==> config.mk <==
export PLATFORM = sky130hd
export DESIGN_NAME = thiele_coproc_arbiter
export DESIGN_NICKNAME = d
export VERILOG_FILES = /design/src/rtl/thiele_coproc_arbiter.sv
export SDC_FILE = /design/constraint.sdc
export NUM_CORES = 1
export LEC_CHECK = 0
export ABC_CLOCK_PERIOD_IN_PS = 2400
export CORE_MARGIN = 3
export CORE_UTILIZATION = 39
export CTS_CLUSTER_DIAMETER = 60
export DETAILED_ROUTE_END_ITERATION = 10
export GPL_TIMING_DRIVEN = 0
export PLACE_DENSITY_LB_ADDON = 0.15
export SYNTH_ARGS = -nofsm -noshare
export SYNTH_HDL_FRONTEND = slang
export SYNTH_SLANG_ARGS = --single-unit
export TNS_END_PERCENT = 20
==> constraint.sdc <==
create_clock -name clk -period 2.4 [get_ports clk]
set_input_delay 0.6 -clock clk [delete_from_list [all_inputs] [get_ports clk]]
set_output_delay 0.6 -clock clk [all_outputs]
set_load 0.03 [all_outputs]
==> src/rtl/thiele_coproc_arbiter.sv <==
// Round-robin arbiter that lets NUM_CH requesters share one coprocessor engine port,
// with valid/ready issue, a per-request timeout and saturating service/timeout counters.
module thiele_coproc_arbiter #(
    parameter int NUM_CH  = 4,
    parameter int ADDR_W  = 32,
    parameter int DATA_W  = 32,
    parameter int TIMEOUT = 255,
    parameter int CNT_W   = 32
) (
    input  logic                       clk,
    input  logic                       rst_n,
    input  logic [NUM_CH-1:0]          ch_req,
    input  logic [NUM_CH*ADDR_W-1:0]   ch_addr,
    output logic [NUM_CH-1:0]          ch_ack,
    output logic [NUM_CH*DATA_W-1:0]   ch_data,
    output logic [NUM_CH-1:0]          ch_err,
    output logic                       eng_valid,
    input  logic                       eng_ready,
    output logic [ADDR_W-1:0]          eng_addr,
    output logic [$clog2(NUM_CH)-1:0]  eng_ch,
    input  logic                       eng_rsp_valid,
    input  logic [DATA_W-1:0]          eng_rsp_data,
    input  logic                       eng_rsp_err,
    output logic                       busy,
    output logic [CNT_W-1:0]           svc_count,
    output logic [CNT_W-1:0]           timeout_count
);
    localparam int CH_W  = $clog2(NUM_CH);
    localparam int TMR_W = (TIMEOUT > 0) ? $clog2(TIMEOUT + 1) : 1;

    typedef enum logic [1:0] {S_IDLE, S_ISSUE, S_WAIT, S_RESP} state_t;

    state_t                     state_q, state_d;
    logic [CH_W-1:0]            ptr_q, ptr_d;
    logic [TMR_W-1:0]           timer_q, timer_d;
    logic [NUM_CH-1:0]          ack_prev_q;
    logic [NUM_CH-1:0]          ch_ack_q, ch_ack_d;
    logic [NUM_CH-1:0]          ch_err_q, ch_err_d;
    logic [NUM_CH*DATA_W-1:0]   ch_data_q, ch_data_d;
    logic                       eng_valid_q, eng_valid_d;
    logic [ADDR_W-1:0]          eng_addr_q, eng_addr_d;
    logic [CH_W-1:0]            eng_ch_q, eng_ch_d;
    logic                       busy_q, busy_d;
    logic [CNT_W-1:0]           svc_q, svc_d;
    logic [CNT_W-1:0]           to_q, to_d;

    logic [NUM_CH-1:0]          eligible;
    logic                       found;
    logic [CH_W-1:0]            gnt_idx;
    logic [CH_W-1:0]            cand_idx;
    logic                       timed_out;

    // The requester acked last cycle is skipped for one cycle so it can drop its request.
    assign eligible  = ch_req & ~ack_prev_q;
    assign timed_out = (TIMEOUT != 0) && (timer_q == TMR_W'(TIMEOUT));

    always_comb begin
        found    = 1'b0;
        gnt_idx  = '0;
        cand_idx = '0;
        for (int k = 1; k <= NUM_CH; k++) begin
            cand_idx = CH_W'((int'(ptr_q) + k) % NUM_CH);
            if (!found && eligible[cand_idx]) begin
                found   = 1'b1;
                gnt_idx = cand_idx;
            end
        end
    end

    // NOTE: every signal gets its hold value first so no path through the case leaves it unassigned (no latch).
    always_comb begin
        state_d     = state_q;
        ptr_d       = ptr_q;
        timer_d     = timer_q;
        ch_ack_d    = '0;
        ch_err_d    = '0;
        ch_data_d   = ch_data_q;
        eng_valid_d = eng_valid_q;
        eng_addr_d  = eng_addr_q;
        eng_ch_d    = eng_ch_q;
        svc_d       = svc_q;
        to_d        = to_q;

        unique case (state_q)
            S_IDLE: begin
                if (found) begin
                    eng_addr_d  = ch_addr[gnt_idx*ADDR_W +: ADDR_W];
                    eng_ch_d    = gnt_idx;
                    ptr_d       = gnt_idx;
                    timer_d     = '0;
                    eng_valid_d = 1'b1;
                    state_d     = S_ISSUE;
                end
            end
            S_ISSUE: begin
                timer_d = timer_q + TMR_W'(1);
                if (timed_out) begin
                    eng_valid_d        = 1'b0;
                    ch_ack_d[eng_ch_q] = 1'b1;
                    ch_err_d[eng_ch_q] = 1'b1;
                    if (to_q != {CNT_W{1'b1}}) to_d = to_q + CNT_W'(1);
                    state_d = S_RESP;
                end else if (eng_ready) begin
                    eng_valid_d = 1'b0;
                    state_d     = S_WAIT;
                end
            end
            S_WAIT: begin
                timer_d = timer_q + TMR_W'(1);
                // A response on the timeout cycle takes precedence over the timeout.
                if (eng_rsp_valid) begin
                    ch_ack_d[eng_ch_q] = 1'b1;
                    ch_err_d[eng_ch_q] = eng_rsp_err;
                    ch_data_d[eng_ch_q*DATA_W +: DATA_W] = eng_rsp_data;
                    if (!eng_rsp_err && svc_q != {CNT_W{1'b1}}) svc_d = svc_q + CNT_W'(1);
                    state_d = S_RESP;
                end else if (timed_out) begin
                    ch_ack_d[eng_ch_q] = 1'b1;
                    ch_err_d[eng_ch_q] = 1'b1;
                    if (to_q != {CNT_W{1'b1}}) to_d = to_q + CNT_W'(1);
                    state_d = S_RESP;
                end
            end
            S_RESP: begin
                state_d = S_IDLE;
            end
            default: state_d = S_IDLE;
        endcase

        busy_d = (state_d != S_IDLE);
    end

    // NOTE: sequential state uses non-blocking assignments so every flop samples pre-edge values.
    always_ff @(posedge clk) begin
        if (!rst_n) begin
            state_q     <= S_IDLE;
            ptr_q       <= CH_W'(NUM_CH - 1);
            timer_q     <= '0;
            ack_prev_q  <= '0;
            ch_ack_q    <= '0;
            ch_err_q    <= '0;
            ch_data_q   <= '0;
            eng_valid_q <= 1'b0;
            eng_addr_q  <= '0;
            eng_ch_q    <= '0;
            busy_q      <= 1'b0;
            svc_q       <= '0;
            to_q        <= '0;
        end else begin
            state_q     <= state_d;
            ptr_q       <= ptr_d;
            timer_q     <= timer_d;
            ack_prev_q  <= ch_ack_q;
            ch_ack_q    <= ch_ack_d;
            ch_err_q    <= ch_err_d;
            ch_data_q   <= ch_data_d;
            eng_valid_q <= eng_valid_d;
            eng_addr_q  <= eng_addr_d;
            eng_ch_q    <= eng_ch_d;
            busy_q      <= busy_d;
            svc_q       <= svc_d;
            to_q        <= to_d;
        end
    end

    assign ch_ack        = ch_ack_q;
    assign ch_err        = ch_err_q;
    assign ch_data       = ch_data_q;
    assign eng_valid     = eng_valid_q;
    assign eng_addr      = eng_addr_q;
    assign eng_ch        = eng_ch_q;
    assign busy          = busy_q;
    assign svc_count     = svc_q;
    assign timeout_count = to_q;
endmodule

# Word level (Yosys, flattened, before mapping)
# Index checks and enable logic that the tools add are counted.
# totals
reg_bits,252
wordCells,103
# op_classes
addsub,8
order_cmp,6
n_eq_ne,9
n_shift,3
muxes,40
bitwise,3
reduce_logical,21
# ops
op,count
$bwmux W128,1
$shift A32 B34 Y128 const A,1
$shiftx A128 B8 Y32,1
$shiftx A32 B34 Y128,1
$mux W32,3
$add A32 B1 Y32 const B,2
$ne A32 B32 Y1 const B,2
$pmux W32 S2,1
$neg A7 Y34,1
$mux W2,9
$pmux W4 S2,2
$pmux W8 S2,1
$lt A2 B3 Y1 const B,5
$mux W1,12
$mux W4,3
$add A8 B1 Y8 const B,1
$and A4 B4 Y4,2
$bmux W1 S2,4
$eq A8 B8 Y1 const B,1
$mux W8,1
$pmux W2 S4,1
$reduce_and A2 Y1,4
$reduce_bool A2 Y1,4
$reduce_and A3 Y1,2
other kinds (14),25

# Depth between registers and ports, before layout
# Gate-level depths: netlist of the first run.
# logic_depth
depth_word,17
ltp_mapped,9
mapped_depth_nobuf,7

# Worst setup path before layout of the first run
# Ideal clock, no wire load.
# synth_timing
path_kind,reg2reg
startpoint,"register to_q[9], in the netlist timeout_count[9]"
endpoint,"register to_q[0], in the netlist timeout_count[0]"
arrival_ns,2.167
required_time_ns,2.272
path_slack_ns,0.105
stages_incl_launch_ff,7
path_buffers,1
period_less_slack_ns,2.295
path_cell_list,dfxtp_1 > nand4_1 > or4_1 > o31ai_2 > buf_2 > xor2_1 > nor2_1
# synth_via
elab_chain_len,5
# synth_rtl
element,line_no,source
"start, declared",45,"logic [CNT_W-1:0] to_q, to_d;"
"start signal, assigned",162,to_q <= to_d;
$ne A32 B32 Y1 (*),"101, 120",
$mux W32 (*) (2 in a row),--,
$mux W32,--,
$pmux W32 S2 (*),--,
# Mark *: on every way between the ends. The rest lies on a longest branch, timed or not. The select of a mux whose other input is x is not followed.
# A chain may end at the register's enable or synchronous reset.

# Worst setup path after layout of the first run
# layout_timing
startpoint,"register eng_ch_q[1], in the netlist eng_ch[1]"
endpoint,output port eng_ch[1]
# layout_lines
element,line_no,source
"start, declared",42,"logic [CH_W-1:0] eng_ch_q, eng_ch_d;"
"start signal, assigned",159,eng_ch_q <= eng_ch_d;
"end, declared",20,"output logic [$clog2(NUM_CH)-1:0] eng_ch,"
# No word-level cell between the ends.

==> metrics.md, run 1 <==
| Metric | Value |
|---|---|
| WP data required | `1.80 ns` |
| Cts hold-fix bufs | `0` |
| Cell Rows | `59` |
| Actual slew at the worst max-slew pin | `0.813 ns` |
| CP startpoint kind | `flip-flop` |
| Starting density of the core | `40.0%` |
| Final net count | `1780` |
| Max H-tree Level | `1` |
| ANT nets after route | `0` |
| YS warnings | `0` |
| Unrepaired setup endpoints after global routing | `true` |
| CP max FO | `5` |
| Beginning of the critical path | `eng_ch[1]` |
| CP Buf/Inv Count | `1` |
| First drt pass iteration count | `5` |
| Core ar. | `26300 µm²` |
| GRT Total Usage | `24.6%` |
| Yosys reg bits | `252` |
| Initial antenna violation count | `1` |
| Number of distinct library cells after synthesis | `58` |
| Syn Nets | `1337` |
| Final setup vio count | `0` |
| Final wirelength | `38500 µm` |
| Number of port buffers | `403` |
| Prevailing post-synth register cell | `dfxtp_1` |
| Max-cap violations | `0` |
| Clock Latency Late Sink | `0.56 ns` |
| Data arrival time of the critical path | `1.75 ns` |
| Share of cells above drive strength 1 | `7.66%` |
| Max rail drop VDD | `0.480 mV` |
| Wire per inst | `19.7 µm` |
| CP top delay family | `buffers and inverters` |
| Tcrit/Tclk final | `98.0%` |
| Final Hold Viols | `0` |
| Leak | `5.86 nW` |
| Die W | `170 µm` |
| Syn-to-layout area delta | `54.4%` |
| Num CTS Buffers | `28` |
| First-pass GRT wire length | `57500 µm` |
| Post-route DRC | `0` |
| Placer Congestion | `0.873` |
| GRT overflow | `0` |
| Total number of vias | `10736` |
| Worst setup EP type | `primary output` |
| Status | `finished, final reports clean` |
| Fmax | `0.425 GHz` |
| CP peak stage delay | `0.78 ns` |
| Root buf cell | `clkbuf_16` |
| HP Class | `reg2reg` |
| WS Path Type | `reg2out` |
| Dpl hpwl | `28700 µm` |
| Largest net degree at the start of global routing | `16` |
| Rel. slew slack | `45.8%` |
| Clock Tree Buf Depth | `3` |
| Hold_sp | `eng_addr[15]` |
| Syn Inst Count | `1156` |
| Clock transition at path regs | `0.06 ns` |
| FF-to-FF path depth | `7` |
| Min Tclk post-route | `2.35 ns` |
| Die Height | `170 µm` |
| Slowest cell on crit path | `clkdlybuf4s50_1` |
| Post-layout util | `61.7%` |
| CP Depth | `1` |
| DR iter-0 viols | `811` |
| CTS tree | `done` |
| Hold WS | `0.463 ns` |
| Pwr dens | `704 nW/µm²` |
| Most frequent cells in the layout | `clkdlybuf4s50_1 (402), dfxtp_1 (250), nor2_1 (162)` |
| Setup TNS | `0 ns` |
| Final cell count without fillers | `1955` |
| Vias in the first global route | `10283` |
| Area of the mapped netlist | `10500 µm²` |
| Critical-path cell list | `clkdlybuf4s50_1` |
| Number of synthesized flops with an enable pin | `0` |
| Final Slew Violations | `0` |
| Reg2reg start | `timeout_count[3]` |
| Placed cell count | `1894` |
| Sink Count | `252` |
| Io pins | `405` |
| Ys async rst share | `0%` |
| Most common cell after layout, fill and taps aside | `clkdlybuf4s50_1` |
| Hold Path Depth | `2` |
| Syn_area_per_cell | `9.09 µm²` |
| Die area | `29000 µm²` |
| Sequential area share after synthesis | `48.0%` |
| Clock Skew | `0.0214 ns` |
| Vias per inst | `5.49` |
[cell families (layout without fill, tap and decap cells)]
| kind of cell | after synthesis | count (layout) | synth area share, % |
|---|---|---|---|
| buf+inv | 97 | 560 | 3.63 |
| simple gates | 406 | 406 | 18.7 |
| flops | 252 | 252 | 48.0 |
| fa+ha+maj | 12 | 12 | 1.43 |
| other cells | 0 | 1 | 0 |
| xor+xnor | 15 | 15 | 1.25 |
| mux | 73 | 73 | 7.07 |
| compound gates | 301 | 301 | 19.9 |
[routing by layer]
metal	wire length, µm	global-route usage [%]	part of all wire, %	up-vias
met5	0	0	0	-
met4	963	7.09	2.5	0
met3	3100	7.15	8.0	53
met2	18600	41.8	48	398
met1	15900	30.5	41	5154
li1	-	-	-	5131
[power breakdown]
group | leakage [nW] | switching (W) | internal, W | total, W
sequential | 2.04 | 0.000139 | 0.00440 | 0.00454
clock | 0.488 | 0.00177 | 0.00275 | 0.00452
combinational | 3.33 | 0.00133 | 0.00103 | 0.00236
total | 5.86 | 0.00324 | 0.00818 | 0.0114
[final timing paths]
path	end	slack, ns
worst max-delay path	eng_ch[1]	0.05
worst min-delay path	eng_addr[15]	0.46
worst max register to register	timeout_count[27]	0.11
worst min register to register	eng_addr[15]	0.46
[flip-flops by register name, summed over array words and instances, names as in the netlist, 2 cells and up]
signal         count
ch_data          128
eng_addr          32
svc_count         32
timeout_count     32
timer_q            8
ack_prev_q         4
ch_ack             4
ch_err             4
eng_ch             2
ptr_q              2
state_q            2
[through the flow]
step | instance area [µm²] | power (W) | worst slack [ns]
final | 16200 | 0.0114 | 0.0479
after global routing | 16200 | 0.0118 | -0.0323
after CTS | 16100 | 0.0115 | 0.00172
after detailed placement | 15000 | 0.00692 | -1.01
after global placement | 15000 | 0.00689 | -1.02
after floorplan | 10500 | 0.00589 | 0.105
[synth_stat cells (2+ instances only)]
| cell type | n | area share (%) |
|---|---|---|
| o21ai_1 | 16 | 0.76 |
| a31oi_1 | 2 | 0.12 |
| o31a_1 | 2 | 0.17 |
| and2_1 | 13 | 0.77 |
| nand2b_1 | 14 | 0.83 |
| nand3_1 | 31 | 1.5 |
| a211oi_1 | 11 | 0.79 |
| nor2b_1 | 5 | 0.30 |
| nor3_1 | 6 | 0.29 |
| buf_2 | 8 | 0.38 |
| nand2_1 | 78 | 2.8 |
| and4_1 | 3 | 0.25 |
| nor4_1 | 7 | 0.42 |
| buf_1 | 3 | 0.11 |
| nor3_2 | 2 | 0.19 |
| mux2i_1 | 72 | 6.9 |
| a22oi_1 | 130 | 9.3 |
| o21ai_0 | 25 | 1.2 |
| inv_1 | 18 | 0.64 |
| nor2_1 | 162 | 5.8 |
| o221ai_1 | 32 | 2.7 |
| dfxtp_1 | 252 | 48 |
| o211ai_1 | 3 | 0.21 |
| or2_2 | 2 | 0.12 |
| nor4b_2 | 3 | 0.43 |
| or3_1 | 35 | 2.1 |
| a21oi_1 | 53 | 2.5 |
| or4_1 | 12 | 0.86 |
| o41ai_1 | 2 | 0.17 |
| and3_1 | 6 | 0.36 |
| clkbuf_1 | 66 | 2.4 |
| o31ai_1 | 11 | 0.79 |
| nand4_1 | 21 | 1.3 |
| o2111ai_1 | 2 | 0.17 |
| xor2_1 | 2 | 0.17 |
| xnor2_1 | 13 | 1.1 |
| ha_1 | 12 | 1.4 |
[layout make-up]
type	instances	area [µm²]
Antenna cell	1	2.50
Clock inverter	9	149
Sequential cell	252	5050
Tap cell	335	419
Buffer	77	364
Timing Repair Buffer	414	4120
Clock buffer	41	840
Inverter	19	71.3
Multi-Input combinational cell	807	5220
Fill cell	2321	10100
[what timing repair did]
action,CTS,global route
buffers inserted,3,8
gates cloned,0,0
pin swaps,2,5
gates resized for setup,39,34
setup endpoints to repair,170,196
hold endpoints to repair,0,0
Note: power is estimated with default switching activity, not from simulation.
==> run 2, diff against run 1 <==
--- a/config.mk
+++ b/config.mk
@@ -15,4 +15,4 @@
 export SYNTH_ARGS = -nofsm -noshare
 export SYNTH_HDL_FRONTEND = slang
 export SYNTH_SLANG_ARGS = --single-unit
-export TNS_END_PERCENT = 20
+export TNS_END_PERCENT = 50
==> metrics.md, run 2 (synthesized netlist as in run 1, its figures left out) <==
| Metric | Value |
|---|---|
| Min Tclk post-route | `2.35 ns` |
| Leak | `5.87 nW` |
| Initial antenna violation count | `1` |
| Vias in the first global route | `10274` |
| Critical-path cell list | `clkdlybuf4s50_1` |
| First-pass GRT wire length | `57400 µm` |
| Final wirelength | `38500 µm` |
| Switching share of power | `28.3%` |
| Clock Tree Buf Depth | `3` |
| Syn-to-layout area delta | `54.6%` |
| GRT overflow | `0` |
| Max rail drop VDD | `0.479 mV` |
| Cts hold-fix bufs | `0` |
| Sink Count | `252` |
| Vias per inst | `5.49` |
| Starting density of the core | `40.0%` |
| Core ar. | `26300 µm²` |
| DR iter-0 viols | `828` |
| Root buf cell | `clkbuf_16` |
| Cell Rows | `59` |
| CP peak stage delay | `0.78 ns` |
| Total number of vias | `10739` |
| Met2 usage | `41.8%` |
| Final net count | `1781` |
| Most frequent cells in the layout | `clkdlybuf4s50_1 (402), dfxtp_1 (251), nor2_1 (162)` |
| Final cell count without fillers | `1956` |
| Pint | `0.00819 W` |
| Clock network power share | `39.5%` |
| Dpl hpwl | `28700 µm` |
| Max H-tree Level | `1` |
| Share of cells above drive strength 1 | `7.78%` |
| First drt pass iteration count | `6` |
| Post-route DRC | `0` |
| Max-cap violations | `0` |
| ANT nets after route | `0` |
| Worst setup EP type | `primary output` |
| Final Hold Viols | `0` |
| Cell area after layout | `16200 µm²` |
| HP Class | `reg2reg` |
| Final WS setup | `0.0483 ns` |
| Most common cell after layout, fill and taps aside | `clkdlybuf4s50_1` |
| Layout fillers | `2316` |
| Largest register FFs | `128` |
| Num CTS Buffers | `28` |
| Combinational Power Share | `20.7%` |
| Hold WS | `0.462 ns` |
| CP startpoint kind | `flip-flop` |
| Placer Congestion | `0.873` |
| Clock Latency Late Sink | `0.56 ns` |
| CP max FO | `5` |
| Fmax | `0.425 GHz` |
| Sequential power share | `39.8%` |
| WP data required | `1.80 ns` |
| Rel. slew slack | `45.3%` |
| Clock transition at path regs | `0.06 ns` |
| GRT Total Usage | `24.6%` |
| Slowest cell on crit path | `clkdlybuf4s50_1` |
| Pre-CTS setup slack | `-1.01 ns` |
| Switching Power | `0.00323 W` |
| Setup TNS | `0 ns` |
| Unrepaired setup endpoints after global routing | `true` |
| CP top delay family | `buffers and inverters` |
| Status | `finished, final reports clean` |
| Die Height | `170 µm` |
| Wire per inst | `19.7 µm` |
| Data arrival time of the critical path | `1.75 ns` |
| Io pins | `405` |
| Placement Cell Area | `15000 µm²` |
| Die W | `170 µm` |
| Final setup vio count | `0` |
| Tcrit/Tclk final | `98.0%` |
| Busiest grt layer | `met2` |
| CTS tree | `done` |
| Pwr dens | `703 nW/µm²` |
| WS Path Type | `reg2out` |
| M1 GR Usage | `30.5%` |
| Largest net degree at the start of global routing | `16` |
| Routing usage on met3 | `7.15%` |
| Die area | `29000 µm²` |
| Final Slew Violations | `0` |
| Number of port buffers | `403` |
| Placed cell count | `1894` |
| Clock Skew | `0.0228 ns` |
| CP Buf/Inv Count | `1` |
| Actual slew at the worst max-slew pin | `0.820 ns` |
## run 2: per-stage QoR
stage / total power (W) / utilization [%]
global route: 0.0118 / 61.8
floorplan: 0.00589 / -
detailed placement: 0.00692 / 56.9
global placement: 0.00689 / 56.9
finish: 0.0114 / 61.8
CTS: 0.0115 / 61.2
## run 2: what timing repair did
item	4_1_cts	5_1_grt
pin swaps	2	5
buffers inserted	3	10
setup endpoints to repair	170	196
gates resized for setup	38	36
## run 2: final timing paths
kind	end	cells past startpoint	slack, ns	from
setup / recovery	eng_ch[1]	1	0.05	eng_ch[1]
hold / removal	eng_addr[15]	2	0.46	eng_addr[15]
setup reg to reg	svc_count[20]	6	0.11	svc_count[7]
hold reg to reg	eng_addr[15]	2	0.46	eng_addr[15]
## run 2: power groups by stage
stage,combinational (W),sequential (W),clock (W)
2_1_floorplan,0.000895,0.00499,0
3_3_place_gp,0.00227,0.00462,0
3_5_place_dp,0.00229,0.00463,0
4_1_cts,0.00235,0.00454,0.00459
5_1_grt,0.00251,0.00457,0.00475
6_report,0.00236,0.00454,0.00451
## run 2: layout make-up
| type | instances | area [µm²] | share of cell area [%] |
|---|---|---|---|
| Multi-Input combinational cell | 807 | 5230 | 32.2 |
| Sequential cell | 252 | 5050 | 31.1 |
| Timing Repair Buffer | 416 | 4130 | 25.4 |
| Clock buffer | 41 | 840 | 5.17 |
| Tap cell | 335 | 419 | 2.58 |
| Buffer | 76 | 363 | 2.23 |
| Clock inverter | 9 | 149 | 0.916 |
| Inverter | 19 | 71.3 | 0.439 |
| Antenna cell | 1 | 2.50 | 0.0154 |
## run 2: layer usage
layer  routed length, µm  up-vias  share of wire [%]
met5                   0        -                  0
met4                 969        0                2.5
met3                3190       55                8.3
met2               18500      419                 48
met1               15800     5132                 41
li1                    -     5133                  -
